==> src/rtl/serial_add_sub_pkg.sv <==
// Shared types and constants for the bit-serial adder/subtractor.
package serial_add_sub_pkg;

    localparam int unsigned STATE_W = 2;

    typedef enum logic [STATE_W-1:0] {
        IDLE = 2'd0,
        RUN  = 2'd1,
        DONE = 2'd2
    } state_e;

    localparam logic OP_ADD = 1'b0;
    localparam logic OP_SUB = 1'b1;

endpackage

==> src/rtl/fa_from_nor.sv <==
// One-bit full adder built only from two-input NOR gates (nine gates).
module fa_from_nor (
    input  logic a,
    input  logic b,
    input  logic cin,
    output logic sum,
    output logic cout
);

    logic n1, n2, n3, x_ab;
    logic m1, m2, m3;

    assign n1   = ~(a | b);
    assign n2   = ~(a | n1);
    assign n3   = ~(b | n1);
    assign x_ab = ~(n2 | n3);       // a XNOR b

    assign m1   = ~(x_ab | cin);    // (a ^ b) & ~cin
    assign m2   = ~(x_ab | m1);
    assign m3   = ~(cin | m1);
    assign sum  = ~(m2 | m3);

    // carry is low only when both operands are 0, or exactly one is 1 with no carry in
    assign cout = ~(n1 | m1);

endmodule

==> src/rtl/serial_add_sub.sv <==
// Bit-serial adder/subtractor: one NOR full-adder cell reused LSB first over WIDTH cycles.
module serial_add_sub
    import serial_add_sub_pkg::*;
#(
    parameter int unsigned WIDTH = 8
) (
    input  logic             clk,
    input  logic             rst,
    input  logic             start,
    input  logic             sub,
    input  logic [WIDTH-1:0] a,
    input  logic [WIDTH-1:0] b,
    output logic             busy,
    output logic             done,
    output logic [WIDTH-1:0] sum,
    output logic             carry,
    output logic             overflow
);

    localparam int unsigned CW = (WIDTH < 1) ? 1 : $clog2(WIDTH + 1);
    localparam logic [CW-1:0] CNT_LAST = CW'(WIDTH - 1);

    state_e           state_q, state_d;
    logic [WIDTH-1:0] opa_q, opa_d;
    logic [WIDTH-1:0] opb_q, opb_d;
    logic [WIDTH-1:0] acc_q, acc_d;
    logic [CW-1:0]    cnt_q, cnt_d;
    logic             cin_q, cin_d;
    logic             msb_cin_q, msb_cin_d;
    logic [WIDTH-1:0] sum_q, sum_d;
    logic             carry_q, carry_d;
    logic             ovf_q, ovf_d;

    logic fa_s, fa_co;

    fa_from_nor u_fa (
        .a    (opa_q[0]),
        .b    (opb_q[0]),
        .cin  (cin_q),
        .sum  (fa_s),
        .cout (fa_co)
    );

    always_comb begin
        state_d   = state_q;
        opa_d     = opa_q;
        opb_d     = opb_q;
        acc_d     = acc_q;
        cnt_d     = cnt_q;
        cin_d     = cin_q;
        msb_cin_d = msb_cin_q;
        sum_d     = sum_q;
        carry_d   = carry_q;
        ovf_d     = ovf_q;
        unique case (state_q)
            IDLE: begin
                if (start) begin
                    opa_d   = a;
                    opb_d   = (sub == OP_SUB) ? ~b : b;
                    cin_d   = sub;
                    cnt_d   = '0;
                    state_d = RUN;
                end
            end
            RUN: begin
                acc_d          = acc_q >> 1;
                acc_d[WIDTH-1] = fa_s;
                opa_d          = opa_q >> 1;
                opb_d          = opb_q >> 1;
                cin_d          = fa_co;
                cnt_d          = cnt_q + CW'(1);
                if (cnt_q == CNT_LAST) begin
                    msb_cin_d = cin_q;
                    state_d   = DONE;
                end
            end
            DONE: begin
                sum_d   = acc_q;
                carry_d = cin_q;
                ovf_d   = msb_cin_q ^ cin_q;
                state_d = IDLE;
            end
            default: state_d = IDLE;
        endcase
    end

    always_ff @(posedge clk) begin
        if (rst) begin
            state_q   <= IDLE;
            opa_q     <= '0;
            opb_q     <= '0;
            acc_q     <= '0;
            cnt_q     <= '0;
            cin_q     <= 1'b0;
            msb_cin_q <= 1'b0;
            sum_q     <= '0;
            carry_q   <= 1'b0;
            ovf_q     <= 1'b0;
        end else begin
            state_q   <= state_d;
            opa_q     <= opa_d;
            opb_q     <= opb_d;
            acc_q     <= acc_d;
            cnt_q     <= cnt_d;
            cin_q     <= cin_d;
            msb_cin_q <= msb_cin_d;
            sum_q     <= sum_d;
            carry_q   <= carry_d;
            ovf_q     <= ovf_d;
        end
    end

    assign busy     = (state_q == RUN);
    assign done     = (state_q == DONE);
    assign sum      = sum_q;
    assign carry    = carry_q;
    assign overflow = ovf_q;

endmodule
==> config.mk <==
export PLATFORM = sky130hd
export DESIGN_NAME = serial_add_sub
export DESIGN_NICKNAME = d
export VERILOG_FILES = /design/src/rtl/serial_add_sub_pkg.sv /design/src/rtl/fa_from_nor.sv /design/src/rtl/serial_add_sub.sv
export SDC_FILE = /design/constraint.sdc
export NUM_CORES = 1
export LEC_CHECK = 0
export CORE_UTILIZATION = 52
export CTS_BUF_LIST = sky130_fd_sc_hd__clkbuf_16
export CTS_CLUSTER_SIZE = 28
export DETAILED_ROUTE_END_ITERATION = 6
export HOLD_SLACK_MARGIN = 0.15
export PLACE_DENSITY = 0.82
export RECOVER_POWER = 25
export SLEW_MARGIN = 25
export SYNTH_ARGS = -nofsm -noshare
export SYNTH_HDL_FRONTEND = slang
export SYNTH_HIERARCHICAL = 1
export SYNTH_SLANG_ARGS = --single-unit
==> constraint.sdc <==
create_clock -name clk -period 1.9 [get_ports clk]
set_input_delay 0.57 -clock clk [delete_from_list [all_inputs] [get_ports clk]]
set_output_delay 0.57 -clock clk [all_outputs]
set_load 0.01 [all_outputs]
* Word-level counts from Yosys, hierarchy flattened
Cells that the tools add are included.
** Word-level totals
- Register bits :: 42
- Bits of input ports :: 20
- Output and inout port bits :: 12
- Word-level logic and storage cells :: 53
** Operators by class
- Add/subtract/negate cells :: 1
- Equality and inequality tests :: 5
- Muxes and demuxes :: 12
- Bitwise gates (word level) :: 20
- Reductions and logical operators :: 5
** Operators with widths (count)
- $pmux W8 S2 :: 2
- $mux W8 :: 3
- $not A1 Y1 :: 9
- $or A1 B1 Y1 :: 9
- $not A8 Y8 :: 1
- $pmux W4 S2 :: 1
- $reduce_and A2 Y1 :: 3
- $add A4 B1 Y4 const B :: 1
- $eq A4 B3 Y1 const B :: 1
- $mux W2 :: 2
- $mux W4 :: 1
- $pmux W2 S2 :: 1
- $eq A2 B1 Y1 const B :: 1
- $eq A2 B2 Y1 const B :: 1
- $logic_not A2 Y1 :: 1
- $ne A2 B1 Y1 const B :: 1
- $ne A2 B2 Y1 const B :: 1
- $pmux W1 S2 :: 1
- $reduce_bool A2 Y1 :: 1
- $mux W1 :: 1
- $xor A1 B1 Y1 :: 1

* Depth between registers and ports, before layout
Gate-level depths: netlist of the first run.
- Depth in word-level cells :: 12
- Mapped depth :: 6
- Mapped depth without buffers :: 6

* Cells and area by module
The synthesis of the first run kept the hierarchy.
** By module, submodules not included
- serial_add_sub :: times used 1, cells each 212, area each 1848.0 um2, sequential area each 840.8 um2
- fa_from_nor :: times used 1, cells each 6, area each 38.8 um2, sequential area each 0.0 um2

* Worst setup path before layout of the first run
Ideal clock, no wire load.
- Path type :: input -> register
- From :: in rst
- To :: reg opb_q[6]
- Library setup time :: 0.074 ns
- Arrival time :: 1.426 ns
- Required time :: 1.826 ns
- Setup slack :: 0.400 ns
- Stages on the path :: 5
- Path buffers :: 2
- Cell sequence :: buf_6 or2_1 or3_1 buf_6 o22ai_2
** RTL lines
- start: declaration :: line serial_add_sub.sv:8 : input logic rst,
- end signal: assignment :: line serial_add_sub.sv:102 : opb_q <= opb_d;
- end: declaration :: line serial_add_sub.sv:25 : logic [WIDTH-1:0] opb_q, opb_d;

* Worst setup path after layout of the first run
- From :: reg sum_q[5] (netlist: sum[5])
- To :: out sum[5]
** RTL lines
- start: declaration :: line serial_add_sub.sv:30 : logic [WIDTH-1:0] sum_q, sum_d;
- start signal: assignment :: line serial_add_sub.sv:107 : sum_q <= sum_d;
- end: declaration :: line serial_add_sub.sv:15 : output logic [WIDTH-1:0] sum,
No word-level cell between the ends.

==> flow_summary.toml, run 1 <==
[outcome]
status = "finished, final reports clean"

[global_route]
grt_pass1_vias = 1384
track_usage_pct = 19.2
antenna_found_initial = 0
grt_pass1_wl_mm = 5.94
gr-total-overflow = 0
grt_max_degree = 44

[drt]
dr.pass1.iters = 4
post-route-drc-count = 0
wl_per_cell_microns = 11.3
vias = 1529
drtIter0Drc = 99
drt_wl_total_mm = 3.35
ant_nets = 0
vias_per_cell = 5.15

[clock_tree]
clk_pin_slew_worst_paths_ps = 60
cts_setup_buffers = 0
clk_latency_ps = 290
cts_made_buffers = 5
cts_tree = "yes"
hold_buffers = 0
cts.sinks = 42
clockBufferDepth = 2
root_buffer = "clkbuf_16"
cts_resized = 2
htree_levels = 2

[power_and_ir_drop]
vdd_drop_max_v = 0.000582
finalPower_mw = 2.10
p_leak_nw = 0.896
p_per_area_nw_per_um2 = 875

[synthesis]
synth_area_leader_cell = "dfxtp_1"
yosysWarnings = 6
synth_ff_type = "dfxtp_1"
synth_nets = 240
synth_cells = 218
syn_area_per_cell_sq_um = 8.66
synth-edff-count = 0
synth_top_area_share_pct = 44.6
syn_area_sq_um = 1890
synthArstFlopShare_pct = 0
synth_cell_types = 33
ys_seq_area_share_pct = 44.6
yosysMostFrequentCell = "dfxtp_1"
ys_ff_latch = 42
synth_area_leaders = "dfxtp_1, nand2_1, a21oi_1, o22ai_2, nand2b_1"
synth_commonest_cells = "dfxtp_1, nand2_1, a21oi_1"

[timing]
rsz0062_at_grt = "no"
setup_viol = 0
fin_worst_skew_ps = 6.62
worstMarginPinSlew_ps = 459
slew_viol_final = 0
hold_slack_ps = 452
fmax_mhz = 583
fin_crit_sh_pct = 90.2
hold_viol_final = 0
finalCriticalPeriod_ps = 1710
slew_headroom_pct = 69.4

[critical_path]
critPathMaxStageDelay_ps = 530
cp-start-kind = "flip-flop"
crit_arrival_ps = 1140
cp-end-kind = "output port"
critical_path.top_delay_family = "buffers and inverters"
worstPathBufferInverterCount = 1
worst_path_max_delay_cell = "clkdlybuf4s50_1"
path_max_fanout = 2
critPathKind = "reg -> out"
cp_cell_sequence = "clkdlybuf4s50_1"
cp_data_required_time_ps = 1330

[finish]
layout-drive-gt1-share_pct = 11.2
n_antenna_cell = 0
fin_area_sq_um = 2400
multi_input_area_sq_um = 920
area_growth_pct = 27.5
final_util_pct = 70.4
final-seq-area_sq_um = 841
final.fill_count = 292
fin_nets = 272

[floorplanning]
initial_utilization_pct = 55.2
io_pins = 32
coreArea_sq_um = 3420
dieArea_sq_um = 3870
die_y_microns = 62.2
die_w_microns = 62.2
rows = 21

[placed_design]
io_buffer_count = 31
hpwl_mm = 2.24
place_congestion = 0.765
placed_area_sq_um = 2240

[job]
drv_cap = 0

[worst_hold_path]
hp-class = "reg -> reg"
## layer usage
metal,track usage [%],vias up,share of wire [%]
met3,6.25,5,3.9
met1,22.3,686,45
met2,33.1,33,49
met4,6.69,0,1.5
met5,0,-,0
li1,-,805,-
## cells in the final DEF, fill, tap and decap left out, types with 5 or more instances in the layout
cell,netlist,final
buf_4,1,11
xnor2_1,8,8
a22oi_1,9,9
inv_1,7,8
o22ai_2,7,7
or3b_1,8,8
nand2_1,38,38
clkdlybuf4s50_1,0,29
clkbuf_16,0,5
nor3_1,10,10
nand2b_1,12,12
dfxtp_1,42,42
nor2_1,11,11
a21oi_1,26,26
## kinds of logic after synthesis
kind of cell / count (synthesis) / share of synthesized area (%)
xor+xnor: 9 / 4.18
buf+inv: 25 / 6.70
compound gates: 51 / 19.0
mux: 1 / 0.531
fa+ha+maj: 2 / 1.72
flops: 42 / 44.6
simple gates: 88 / 23.3
## final cells by class
| class | count | area share, % |
|---|---|---|
| well taps | 46 | 2.39 |
| clock buffers | 5 | 5.20 |
| clock inverters | 3 | 1.72 |
| flip-flops and latches | 42 | 35.0 |
| inverters | 8 | 1.25 |
| multi-input cells | 151 | 38.2 |
| repair buffers | 42 | 16.2 |
## where the power goes
group / internal, mW / switching (mW) / total (mW)
registers: 0.918 / 0.0219 / 0.939
logic: 0.118 / 0.107 / 0.225
clock network: 0.614 / 0.325 / 0.939
total: 1.65 / 0.454 / 2.10
## registers in the layout (all words and copies together), names as in the netlist
name	cells
sum	8
opb_q	8
overflow	1
carry	1
cin_q	1
state_q	2
opa_q	8
acc_q	8
cnt_q	4
msb_cin_q	1
## path summary, 6_finish.rpt
kind / start / to / slack [ps] / cells after the start
setup / recovery: sum[5] / sum[5] / 190 / 1
hold / removal: sum[2] / sum[2] / 450 / 2
setup reg to reg: state_q[0] / opb_q[6] / 410 / 4
hold reg to reg: sum[2] / sum[2] / 450 / 2
## per-stage QoR
step | setup WS [ps] | TNS (ps) | instances
after floorplan | 400 | 0 | 218
after global placement | -64.3 | -359 | 289
after detailed placement | -70.7 | -496 | 289
after CTS | 182 | 0 | 297
after global routing | 136 | 0 | 297
final | 185 | 0 | 297
(Power assumes the default switching activity.)
==> run 2, diff against run 1 <==
--- a/config.mk
+++ b/config.mk
@@ -5,6 +5,7 @@
 export SDC_FILE = /design/constraint.sdc
 export NUM_CORES = 1
 export LEC_CHECK = 0
+export CORE_MARGIN = 4
 export CORE_UTILIZATION = 52
 export CTS_BUF_LIST = sky130_fd_sc_hd__clkbuf_16
 export CTS_CLUSTER_SIZE = 28
==> flow_summary.toml, run 2 (synthesis results as in run 1) <==
[outcome]
status = "finished, final reports clean"

[global_route]
grt_pass1_vias = 1324
gr-total-overflow = 0
track_usage_pct = 16.4
antenna_found_initial = 0
grt_pass1_wl_mm = 5.72
grt_max_degree = 44

[drt]
vias = 1503
dr.pass1.iters = 5
post-route-drc-count = 0
drtIter0Drc = 117
wl_per_cell_microns = 11.3
ant_nets = 0
drt_wl_total_mm = 3.37
vias_per_cell = 5.04

[timing]
hold_slack_ps = 451
slew_headroom_pct = 70.0
finalSetupTns_ps = 0
finalCriticalPeriod_ps = 1710
worstMarginPinSlew_ps = 450
fmax_mhz = 586
fin_worst_skew_ps = 1.80
setup_viol = 0
hold_viol_final = 0
rsz0062_at_grt = "no"
slew_viol_final = 0
fin_crit_sh_pct = 89.8

[clock_tree]
cts_tree = "yes"
htree_levels = 2
clockBufferDepth = 2
hold_buffers = 0
root_buffer = "clkbuf_16"
cts_made_buffers = 5
cts.sinks = 42
clk_pin_slew_worst_paths_ps = 60
clk_latency_ps = 280
cts_resized = 2
cts_setup_buffers = 0

[placed_design]
place_congestion = 0.757
hpwl_mm = 2.31
io_buffer_count = 31

[power_and_ir_drop]
finalPower_mw = 1.97
vdd_drop_max_v = 0.000482
p_leak_nw = 0.887
p_per_area_nw_per_um2 = 823

[critical_path]
reg2reg_depth = 4
cp.depth = 1
cp-end-kind = "output port"
r2r_start = "state_q[0]"
critPathLaunch = "sum[4]"
cp-start-kind = "flip-flop"
critPathMaxStageDelay_ps = 530
cp_cell_sequence = "clkdlybuf4s50_1"
cp_data_required_time_ps = 1330
path_max_fanout = 2
worst_path_max_delay_cell = "clkdlybuf4s50_1"
crit_arrival_ps = 1140
critPathKind = "reg -> out"
reg2reg_to = "opb_q[6]"
endpoint = "sum[4]"
rrSetupSlack_ps = 400
critical_path.top_delay_family = "buffers and inverters"
worstPathBufferInverterCount = 1

[floorplanning]
die_w_microns = 68.2
initial_utilization_pct = 55.2
die_y_microns = 68.2
coreArea_sq_um = 3420
rows = 21
io_pins = 32
dieArea_sq_um = 4660

[finish]
area_growth_pct = 26.5
final_cell_mix = "dfxtp_1, nand2_1, clkdlybuf4s50_1"
n_antenna_cell = 0
layout_commonest_cell = "dfxtp_1"
layout-drive-gt1-share_pct = 11.5
final_util_pct = 69.9
fin_nets = 273

[job]
drv_cap = 0

[worst_hold_path]
hp-class = "reg -> reg"
run 2: through the flow:
stage,instances,setup WS (ps),cell area (sq um)
finish,298,194,2390
global route,298,144,2390
CTS,298,174,2390
detailed placement,290,-63.9,2250
global placement,290,-61.9,2250
floorplan,218,400,1890
run 2: area by class of cell:
type | count | area, sq um
clock inverter | 3 | 16.3
inverter | 8 | 30.0
tap | 46 | 57.6
multi-input combinational | 151 | 920
sequential | 42 | 841
timing repair buffer | 43 | 398
fill | 283 | 1030
clock buffer | 5 | 125
run 2: where the power goes:
group | switching [mW] | total (mW) | internal [mW]
Sequential | 0.0216 | 0.939 | 0.917
Combinational | 0.107 | 0.226 | 0.119
Clock | 0.322 | 0.801 | 0.479
Total | 0.451 | 1.97 | 1.51
run 2: routing by layer:
metal / wire length (microns) / GRT usage (%) / vias to the layer above
met4: 29 / 5.96 / 0
met5: 0 / 0 / -
li1: - / - / 802
met3: 151 / 5.42 / 3
met2: 1640 / 27.9 / 33
met1: 1550 / 19.1 / 665
run 2: how the worst min path moves through the flow:
| stage | startpoint | depth (start not counted) | endpoint |
|---|---|---|---|
| finish | sum[6] | 2 | sum[6] |
| global route | sum[3] | 2 | sum[3] |
| CTS | sum[0] | 2 | sum[0] |
| detailed placement | sum[0] | 2 | sum[0] |
| global placement | acc_q[0] | 2 | sum[0] |
| floorplan | acc_q[0] | 2 | sum[0] |
==> patch 1, RTL diff (config.mk and constraints of run 2) <==
The 3 states of `state_e` get a one-hot encoding in 3 bits.
--- a/src/rtl/serial_add_sub_pkg.sv
+++ b/src/rtl/serial_add_sub_pkg.sv
@@ -3,10 +3,10 @@
 
     localparam int unsigned STATE_W = 2;
 
-    typedef enum logic [STATE_W-1:0] {
-        IDLE = 2'd0,
-        RUN  = 2'd1,
-        DONE = 2'd2
+    typedef enum logic [2:0] {
+        IDLE = 3'b001,
+        RUN  = 3'b010,
+        DONE = 3'b100
     } state_e;
 
     localparam logic OP_ADD = 1'b0;
Function: no difference found for any inputs over 10 cycles, from zero or initial values and one cycle with rst high; not proved beyond that.
==> patch 1 against run 2 <==
Routed wire length up 8.0%. Sequential cell count up 1. Sequential share of layout area up 0.76 points. Area after synthesis down 4.2%. Final area up 0.21%. Fmax down 6.5%. Worst setup slack worse by 0.12 ns. Total power up 15%. Register-to-register slack worse by 0.04 ns. Die area down 3.7%. First-iteration DRC count down 10%. Critical path type unchanged. Largest power group is now the clock network.
==> patch 1: results (changes against run 2) <==
Status
  – Outcome: finished, final reports clean

Finish
  – Multi-input combinational cell area: 835 um2 (-9.3%)
  – Count of plain and timing-repair buffers: 46 (+7.0%)
  – Buffer share of cell area: 17.7% (+1.1 points)
  – Clk tree area frac: 7.90% (+2.0 points)
  – Nets: 265 (-2.9%)
  – Non-clk invs: 7 (-1)

Worst setup path
  – Crit Path Max Fanout: 6 (+4)
  – Crit path DAT: 1.25 ns (+0.11 ns)
  – Critical Path Slowest Stage Cell: dfxtp_1
  – Critical Path Max Stage Delay: 0.31 ns (-0.22 ns)

Synthesis
  – Mapped Area: 1810 um2 (-4.2%)
  – Seq/Total Area, Yosys: 47.6% (+3.1 points)
  – Post-synthesis mux area share: 5.54% (+5.0 points)
  – Synthesized Nets: 229 (-4.6%)
  – Synth top area cells: dfxtp_1, nand2_1, mux2i_1, nor3_1, a311oi_1
  – Synth cell count leaders: dfxtp_1, nand2_1, nor2_1
  – Flops & latches, synth: 43 (+2.4%)

GRT
  – First-pass GRT wire length: 6.24 mm (+9.0%)
  – Met2 usage: 29.6% (+1.7 points)
  – Largest net degree at the start of global routing: 38 (-14%)
  – GR Layer Usage met3: 4.22% (-1.2 points)

STA
  – Headroom to the max-slew limit: 75.9% (+5.9 points)

Routing
  – Met3 WL: 170 um (+13%)
  – DR pass1 iterations: 4 (-1)

Power and ir drop
  – Peak VDD IR: 0.648 mV (+34%)
  – Pwr dens: 944 nW/um2 (+15%)
  – Switch Pwr: 0.000457 W (+1.5%)
## patch 1: cell count changes in the layout (fill, tap and decap cells not counted), sizes merged, moves of 8 or more
cell,change
a21oi,-13
nor2,+8
a311oi,+9
a22oi,-9
nand2b,-10
mux2i,+9
## patch 1: what timing repair did
action / CTS / global route
setup endpoints to repair: 2 / 1
resized for setup: 3 / 1
buffers inserted: 0 / 0
## patch 1: stage by stage
stage	std cells	power, W	TNS [ns]	hold slack (ns)	setup WS, ns
floorplan	207	0.00111	0	0.436	0.242
global placement	282	0.00120	-0.0351	0.445	-0.0165
detailed placement	282	0.00120	-0.237	0.452	-0.0466
CTS	290	0.00228	0	0.460	0.00185
global route	290	0.00234	0	0.474	0.0266
finish	290	0.00226	0	0.456	0.0754
## patch 1: power groups by stage
stage / registers, W / clock network, W / logic (W)
after floorplan: 0.000977 / 0 / 0.000130
after global placement: 0.000980 / 0 / 0.000217
after detailed placement: 0.000981 / 0 / 0.000220
after CTS: 0.000962 / 0.00109 / 0.000223
after global routing: 0.000966 / 0.00113 / 0.000245
final: 0.000963 / 0.00108 / 0.000219
## patch 1: cells by family after synthesis
group,Yosys count
buf+inv,24
mux,10
flops,43
fa+ha+maj,2
compound gates,34
xor+xnor,9
simple gates,85
## patch 1: worst paths after layout
path | start | to | slack (ns) | cells past startpoint
hold / removal | acc_q[0]$_SDFFE_PP0P_ | acc_q[0]$_SDFFE_PP0P_ | 0.46 | 2
hold reg to reg | acc_q[0]$_SDFFE_PP0P_ | acc_q[0]$_SDFFE_PP0P_ | 0.46 | 2
setup reg to reg | state_q[1]$_SDFFE_PP0P_ | msb_cin_q$_SDFFE_PP0P_ | 0.36 | 4
setup / recovery | state_q[0]$_SDFFE_PP1P_ | done | 0.08 | 3
==> patch 2, RTL diff (config.mk and constraints of run 2) <==
Made on the original files. `WIDTH`: 8 -> 16.
--- a/src/rtl/serial_add_sub.sv
+++ b/src/rtl/serial_add_sub.sv
@@ -2,7 +2,7 @@
 module serial_add_sub
     import serial_add_sub_pkg::*;
 #(
-    parameter int unsigned WIDTH = 8
+    parameter int unsigned WIDTH = 16
 ) (
     input  logic             clk,
     input  logic             rst,
Interface: changed (resized a, b and sum); port bits go from 32 to 56. The function was not compared with the original's and may differ.
==> patch 2 against run 2 <==
Routed wire length is 100% higher. Sequential cell count is 33 higher. Area after synthesis up 72%. Fmax is 3.6% lower. Die area grew 63%. Final area up 74%. Via count up 82%. Worst setup slack got worse by 0.064 ns. Total power up 97%. Critical path type unchanged. Critical endpoint is now sum[10].
==> patch 2: results (changes against run 2) <==
Status
  – Outcome: finished, final reports clean

Power and ir drop
  – Switching share of power: 22.6% (-0.30 points)
  – Peak VDD IR: 0.618 mV (+28%)
  – Clock group share of total power: 46.4% (+5.7 points)
  – Leak pwr: 1.49 nW (+68%)
  – Pwr dens: 930 nW/um2 (+13%)
  – Comb. pwr: 0.000396 W (+75%)

GRT
  – First-pass GRT wire length: 11.2 mm (+96%)
  – Initial antenna violation count: 0 (unchanged)
  – Total GRT Usage: 18.5% (+2.1 points)
  – Largest net degree at the start of global routing: 57 (+30%)

Routing
  – Routed Antenna Nets: 0 (unchanged)
  – Vias: 2739 (+82%)
  – DR pass1 iterations: 5 (unchanged)
  – Routed len/inst: 13.3 um (+17%)
  – Initial drt markers: 172 (+47%)

Finish
  – Inserted Diodes: 0 (unchanged)
  – Nets: 470 (+72%)
  – Fraction of layout cells with a size suffix above 1: 9.40% (-2.1 points)

Clocking
  – Longest Clk Path Bufs: 2 (unchanged)
  – CTS buffer count: 9 (+4)
  – Clock Root Buffer: clkbuf_16
  – # H-tree levels: 3 (+1)
  – Clock latency on the worst-skew pair: 0.33 ns (+0.05 ns)
  – Clock transition at the registers of the reported paths: 0.06 ns (about the same)

STA
  – Clk_skew: 0.00414 ns (+0.00234 ns)
  – Worst Tran Pin Value: 0.713 ns (+0.263 ns)

Worst setup path
  – Delay-heaviest family, CP: buffers and inverters
  – Critical Path Max Stage Delay: 0.54 ns
  – Critical Path Slowest Stage Cell: clkdlybuf4s50_1
  – Reg-to-reg critical path startpoint: state_q[1]$_SDFFE_PP0P_
  – Crit path DAT: 1.20 ns (+0.06 ns)
  – Worst Setup SP: sum[10]$_SDFFE_PP0P_
  – Crit Path Max Fanout: 2 (unchanged)

Min path
  – Min-delay worst type: flop to flop
  – Hold path start: sum[1]$_SDFFE_PP0P_

Synthesis
  – Distinct cells, synth: 38 (+15%)
  – Synth cell count leaders: dfxtp_1, nand2_1, a21oi_1
  – Seq/Total Area, Yosys: 46.2% (+1.6 points)
  – Synth top area cells: dfxtp_1, nand2_1, a21oi_1, xnor2_1, a22oi_1
  – Top FF cell, synth: dfxtp_1
  – Share of flip-flops with an asynchronous set or reset: 0% (unchanged)
  – Ys Warns: 6 (unchanged)
  – Synthesized Nets: 422 (+76%)

Placement
  – IO buf count: 55 (+77%)
  – Area after DPL: 3850 um2 (+71%)
  – DP HPWL: 4.42 mm (+92%)
  – Gpl congestion: 0.744 (-1.7%)
-- patch 2: cell count changes in the layout (fill, tap and decap cells not counted), moves of 11 or more --
cell             before  now
nand2_1              38   71
dfxtp_1              42   75
clkdlybuf4s50_1      29   52
nor2_1               11   22
o22ai_1               1   15
a21oi_1              26   51
-- patch 2: metal layers --
metal / vias to the layer above / wire, um / global-route usage, %
li1: 1391 / - / -
met1: 1254 / 2880 / 20.6
met2: 74 / 3340 / 32.2
met3: 20 / 350 / 4.64
met4: 0 / 204 / 10.2
met5: - / 0 / 0
-- patch 2: repair_timing --
action,in CTS,in global routing
setup endpoints to repair,2,0
resized for setup,2,0
setup buffers,0,0
-- patch 2: kinds of logic after synthesis --
kind of cell / after synthesis / share of synthesized area (%)
compound gates: 93 / 17.4
xor+xnor: 17 / 4.58
fa+ha+maj: 3 / 1.39
buf+inv: 41 / 6.89
flops: 75 / 46.2
mux: 1 / 0.347
simple gates: 153 / 23.1
-- patch 2: worst paths after layout --
check	endpoint	slack, ns	cells past startpoint
max	sum[10]	0.13	1
min reg2reg	sum[1]$_SDFFE_PP0P_	0.45	2
min	sum[1]$_SDFFE_PP0P_	0.45	2
max reg2reg	opb_q[14]$_SDFFE_PP0P_	0.32	5
-- patch 2: layout make-up --
type	instances	area (um2)
clock inverters	7	92.6
clock buffers	9	225
well taps	75	93.8
flip-flops and latches	75	1500
inverters	9	33.8
multi-input cells	267	1520
fillers	478	1840
repair buffers	69	692
-- patch 2: metrics by stage --
step | setup slack [ns] | cells
finish | 0.130 | 511
global route | 0.0814 | 511
CTS | 0.111 | 511
detailed placement | -0.128 | 495
global placement | -0.0949 | 495
floorplan | 0.387 | 383
